**src/rtl/serial_frame_collector.sv**
```systemverilog
// serial_frame_collector
//   Serial-to-parallel receiver. Samples serial_in once per divided tick,
//   waits for a start bit (1), then shifts in WIDTH data bits MSB-first and
//   hands the assembled frame to the consumer over a valid/ready handshake.
//   A completed frame that cannot be stored because an unconsumed frame is
//   still pending is dropped and sets the sticky overrun flag.
//
//   Optional feature macro: SERIAL_PARITY_CHECK_EN
//     defined   : one even-parity bit follows the data bits; a frame whose
//                 data XOR parity is 1 is dropped and parity_err pulses for
//                 one cycle.
//     undefined : frames end after WIDTH data bits, parity_err is tied 0.
//
// Ports
//   INPUTCLOCK   in   1      system clock, all state changes on posedge
//   reset_n      in   1      synchronous reset, ACTIVE HIGH despite the name
//   enable       in   1      1 = divider runs; 0 = divider and FSM hold
//   serial_in    in   1      serial line, idle 0, start bit 1
//   frame_ready  in   1      consumer accepts frame_out this cycle
//   frame_out    out  WIDTH  last accepted frame
//   frame_valid  out  1      frame_out holds an unconsumed frame
//   busy         out  1      FSM is not in IDLE
//   overrun      out  1      sticky: a completed frame was dropped
//   parity_err   out  1      one-cycle pulse on parity mismatch
module serial_frame_collector #(
    parameter int WIDTH = 5,
    parameter int DIV   = 6000000,
    parameter int CNT_W = 25
) (
    input  logic             INPUTCLOCK,
    input  logic             reset_n,
    input  logic             enable,
    input  logic             serial_in,
    input  logic             frame_ready,
    output logic [WIDTH-1:0] frame_out,
    output logic             frame_valid,
    output logic             busy,
    output logic             overrun,
    output logic             parity_err
);

    localparam int BW = $clog2(WIDTH);
    localparam logic [CNT_W-1:0] DIV_LAST = CNT_W'(DIV - 1);
    localparam logic [BW-1:0]    BIT_LAST = BW'(WIDTH - 1);

`ifdef SERIAL_PARITY_CHECK_EN
    // The parity check needs the whole data word after the last data tick.
    localparam int SH_W = WIDTH;
    typedef enum logic [1:0] {IDLE, SHIFT, PARITY} state_t;
`else
    // Without parity the final bit comes straight from serial_in, so only
    // WIDTH-1 bits ever need to be held.
    localparam int SH_W = WIDTH - 1;
    typedef enum logic {IDLE, SHIFT} state_t;
`endif

    state_t           state;
    logic [CNT_W-1:0] div_cnt;
    logic             tick;
    logic [BW-1:0]    bitcnt;
    logic [SH_W-1:0]  shreg;
    logic [WIDTH-1:0] shreg_next;
    logic [WIDTH-1:0] frame_data;
    logic             frame_done;

    assign tick = enable && (div_cnt == DIV_LAST);
    assign busy = (state != IDLE);

    always_ff @(posedge INPUTCLOCK) begin
        if (reset_n) begin
            div_cnt <= '0;
        end else if (enable) begin
            div_cnt <= tick ? '0 : div_cnt + CNT_W'(1);
        end
    end

    always_comb begin
        frame_done = 1'b0;
`ifdef SERIAL_PARITY_CHECK_EN
        shreg_next = {shreg[WIDTH-2:0], serial_in};
        frame_data = shreg;
        frame_done = tick && (state == PARITY) && !((^shreg) ^ serial_in);
`else
        shreg_next = {shreg, serial_in};
        frame_data = shreg_next;
        frame_done = tick && (state == SHIFT) && (bitcnt == BIT_LAST);
`endif
    end

`ifndef SERIAL_PARITY_CHECK_EN
    assign parity_err = 1'b0;
`endif

    always_ff @(posedge INPUTCLOCK) begin
        if (reset_n) begin
            state       <= IDLE;
            bitcnt      <= '0;
            shreg       <= '0;
            frame_out   <= '0;
            frame_valid <= 1'b0;
            overrun     <= 1'b0;
`ifdef SERIAL_PARITY_CHECK_EN
            parity_err  <= 1'b0;
`endif
        end else begin
`ifdef SERIAL_PARITY_CHECK_EN
            parity_err <= 1'b0;
`endif
            if (tick) begin
                case (state)
                    IDLE: begin
                        if (serial_in) begin
                            state  <= SHIFT;
                            bitcnt <= '0;
                        end
                    end
                    SHIFT: begin
                        shreg  <= shreg_next[SH_W-1:0];
                        bitcnt <= bitcnt + BW'(1);
                        if (bitcnt == BIT_LAST) begin
`ifdef SERIAL_PARITY_CHECK_EN
                            state <= PARITY;
`else
                            state <= IDLE;
`endif
                        end
                    end
`ifdef SERIAL_PARITY_CHECK_EN
                    PARITY: begin
                        state <= IDLE;
                        if ((^shreg) ^ serial_in) begin
                            parity_err <= 1'b1;
                        end
                    end
`endif
                    default: state <= IDLE;
                endcase
            end

            // A completing frame is stored if the slot is empty or being
            // consumed at this same edge; otherwise it is lost.
            if (frame_done) begin
                if (!frame_valid || frame_ready) begin
                    frame_out   <= frame_data;
                    frame_valid <= 1'b1;
                end else begin
                    overrun <= 1'b1;
                end
            end else if (frame_valid && frame_ready) begin
                frame_valid <= 1'b0;
            end
        end
    end

endmodule
```
**config.mk**
```make
export PLATFORM = sky130hd
export DESIGN_NAME = serial_frame_collector
export DESIGN_NICKNAME = d
export VERILOG_FILES = /design/src/rtl/serial_frame_collector.sv
export SDC_FILE = /design/constraint.sdc
export NUM_CORES = 1
export LEC_CHECK = 0
export ABC_AREA = 1
export CORE_ASPECT_RATIO = 1.4
export CORE_MARGIN = 5
export CORE_UTILIZATION = 59
export DETAILED_ROUTE_END_ITERATION = 12
export GPL_TIMING_DRIVEN = 0
export PLACE_DENSITY_LB_ADDON = 0.3
export SLEW_MARGIN = 20
export SYNTH_ARGS = -nofsm -noshare
export SYNTH_HDL_FRONTEND = slang
export SYNTH_SLANG_ARGS = --single-unit
```
**constraint.sdc**
```tcl
create_clock -name INPUTCLOCK -period 2.2 [get_ports INPUTCLOCK]
set_input_delay 0.44 -clock INPUTCLOCK [delete_from_list [all_inputs] [get_ports INPUTCLOCK]]
set_output_delay 0.44 -clock INPUTCLOCK [all_outputs]
set_load 0.01 [all_outputs]
```
==> flow_summary.toml <==
[outcome]
outcome = "finished, final reports clean"

[floorplanning]
io_pins = 14
core-area_um2 = 3580
dieArea_um2 = 4950
die_h_um = 81.3
die_w_um = 60.9
rows = 26
initial_core_util_pct = 59.8

[clock_network]
clk_pin_slew_worst_paths_ps = 80
cts_resized = 0
cts_tree = "done"
post_cts_buffers = 0
cts_buffer_depth = 2
numCtsBuffers = 5
cts_root_buffer = "clkbuf_8"
cts-htree-levels = 2
clock_latency_ps = 300
hold_buffers = 0
clock_sinks = 40

[synthesis]
async_reset_ff_share_pct = 0
synthTopCellsByCount = "62 x nand2_1, 51 x nor2_1, 40 x dfxtp_1, 40 x inv_1, 17 x a21oi_1"
syn-num-nets = 313
synthCells = 305
synth_top_cell_area_share_pct = 37.4
yosys_warnings = 0
synth.most_common_cell = "nand2_1"
synth_cell_types = 32
avgSynthCellArea_um2 = 7.01
syn_area_um2 = 2140
yosysTopAreaCell = "dfxtp_1"
synth_area_leaders = "dfxtp_1 37%, nand2_1 11%, nor2_1 8.9%, inv_1 7.0%, a21oi_1 4.0%"
ys_seq_area_share_pct = 37.4
synth_edf_count = 0
synth-seq-cells = 40
synth_ff_type = "dfxtp_1"

[global_routing]
grt_antenna_before_repair = 0
grt_pass1_vias = 1872
overflow = 0
grt_pass1_wl_um = 7650
grt_max_degree = 14
grt.total_usage_pct = 20.4

[layout]
final_area_um2 = 2410
layout-drive-gt1-share_pct = 14.5
finalNetCount = 331
final_util_pct = 67.4
n_antenna_cell = 0
fin_cells = 366
area_delta_synth_final_pct = 12.8

[setup_path]
path_delay_family = "buffers and inverters"
required_ps = 1760
startpoint_type = "flip-flop"
crit_cells = 1
reg2reg_depth = 10
path_class = "flip-flop to output pin"
end_kind = "output pin"
crit_arrival_ps = 1350
slowest_delay_ps = 590
critical_path_peak_fanout = 6
crit_buf_inv = 1
crit_chain = "clkdlybuf4s50_1"
slowest_stage = "clkdlybuf4s50_1"

[hold_path]
min_path_type = "input pin to flip-flop"
whs_path_depth = 2

[drt]
drc = 0
wl_met1_um = 1770
vias = 1875
routedWlPerCell_um = 12.0
antenna_left = 0
routed_wl_um = 4380
first_pass_iters = 4
drt-initial-drc-count = 66
routed-wl-met3_um = 111
met2_length_um = 2410
avgViaCountPerCell = 5.12
highest_layer = "met4"

[pwr]
p_clk_share_pct = 44.2
leakage_nw = 1.06
swShare_pct = 22.2
powerDensity_nw_per_um2 = 575
seq_power_share_pct = 52.5
share_comb_of_total_power_pct = 3.3
internal_power_mw = 1.08
switchingPower_mw = 0.308
ir_worst_vdd_mv = 0.442

[sta]
clock.fmax_mhz = 557
post-route-period-util_pct = 81.5
finalClockSkew_ps = 12.1
hold_viol_final = 0
worst_pin_slew_ps = 503
final.hold.worst_slack_ps = 387
rsz0062_at_grt = "no"
slew_headroom_pct = 66.5
fin_crit_ps = 1790
setup_viol = 0
maxSlewViolCount = 0
tns_ps = 0

[place]
dp_cells = 358
port_buffers = 11
place.gp.congestion = 0.877
postPlaceCellArea_um2 = 2300
dpl.hpwl_um = 3360

[flow_run]
drv_cap = 0
[power groups by stage]
stage	Combinational, mW	Clock [mW]	Sequential [mW]
after global placement	0.0454	0	0.746
after detailed placement	0.0459	0	0.746
final	0.0457	0.613	0.729
after global routing	0.0520	0.657	0.730
after floorplan	0.0313	0	0.746
after CTS	0.0463	0.612	0.729
[state kept, by name, summed over array words and instances, names as in the netlist]
register / count
bitcnt: 3
busy: 1
div_cnt: 25
frame_out: 5
frame_valid: 1
overrun: 1
shreg: 4
[per-layer routing]
layer	vias up	global-route usage, %
li1	980	-
met1	857	20.9
met2	28	38.3
met3	10	4.29
met4	0	8.46
met5	-	0
[placed cells by master (no fill, tap or decap), types with 2 or more instances in the layout]
cell	n
nand3_1	16
a21oi_1	17
nor3_1	8
xor2_1	4
inv_2	7
buf_6	2
clkbuf_1	2
nand2_1	62
nand4_1	2
nor3b_1	3
o21ai_0	11
nand2_4	3
nor2_4	7
nor2_8	2
clkbuf_8	5
nor2_1	51
ha_1	3
nand3_2	2
inv_1	40
clkdlybuf4s50_1	11
o21ai_1	3
dfxtp_1	40
nor2_2	4
nand2_2	6
[worst paths after layout]
path,from,endpoint,slack (ps)
worst max-delay path,busy,busy,410
worst min-delay path,enable,div_cnt[0],390
worst max register to register,div_cnt[1],div_cnt[20],550
worst min register to register,shreg[3],shreg[3],450
[through the flow]
stage / worst slack [ps] / total power, mW
floorplan: 732 / 0.777
global placement: 84.7 / 0.792
detailed placement: 87.6 / 0.792
CTS: 376 / 1.39
global route: 246 / 1.44
finish: 406 / 1.39
[cells by family after synthesis]
logic type      after synthesis  share of synthesized area, %
xor+xnor                      4                          1.64
other cells                   1                         0.175
buf+inv                      52                          10.0
compound gates               34                          8.36
fa+ha+maj                     3                          1.75
flops                        40                          37.4
simple gates                171                          40.6
[layout make-up]
cell class	instances	area, µm²
multi-input cells	213	1120
repair buffers	11	110
plain buffers	5	37.5
inverters	47	176
fillers	311	1160
well taps	42	52.6
clock inverters	3	42.5
clock buffers	5	68.8
flip-flops and latches	40	801
Power figures use the tool's default switching activity.
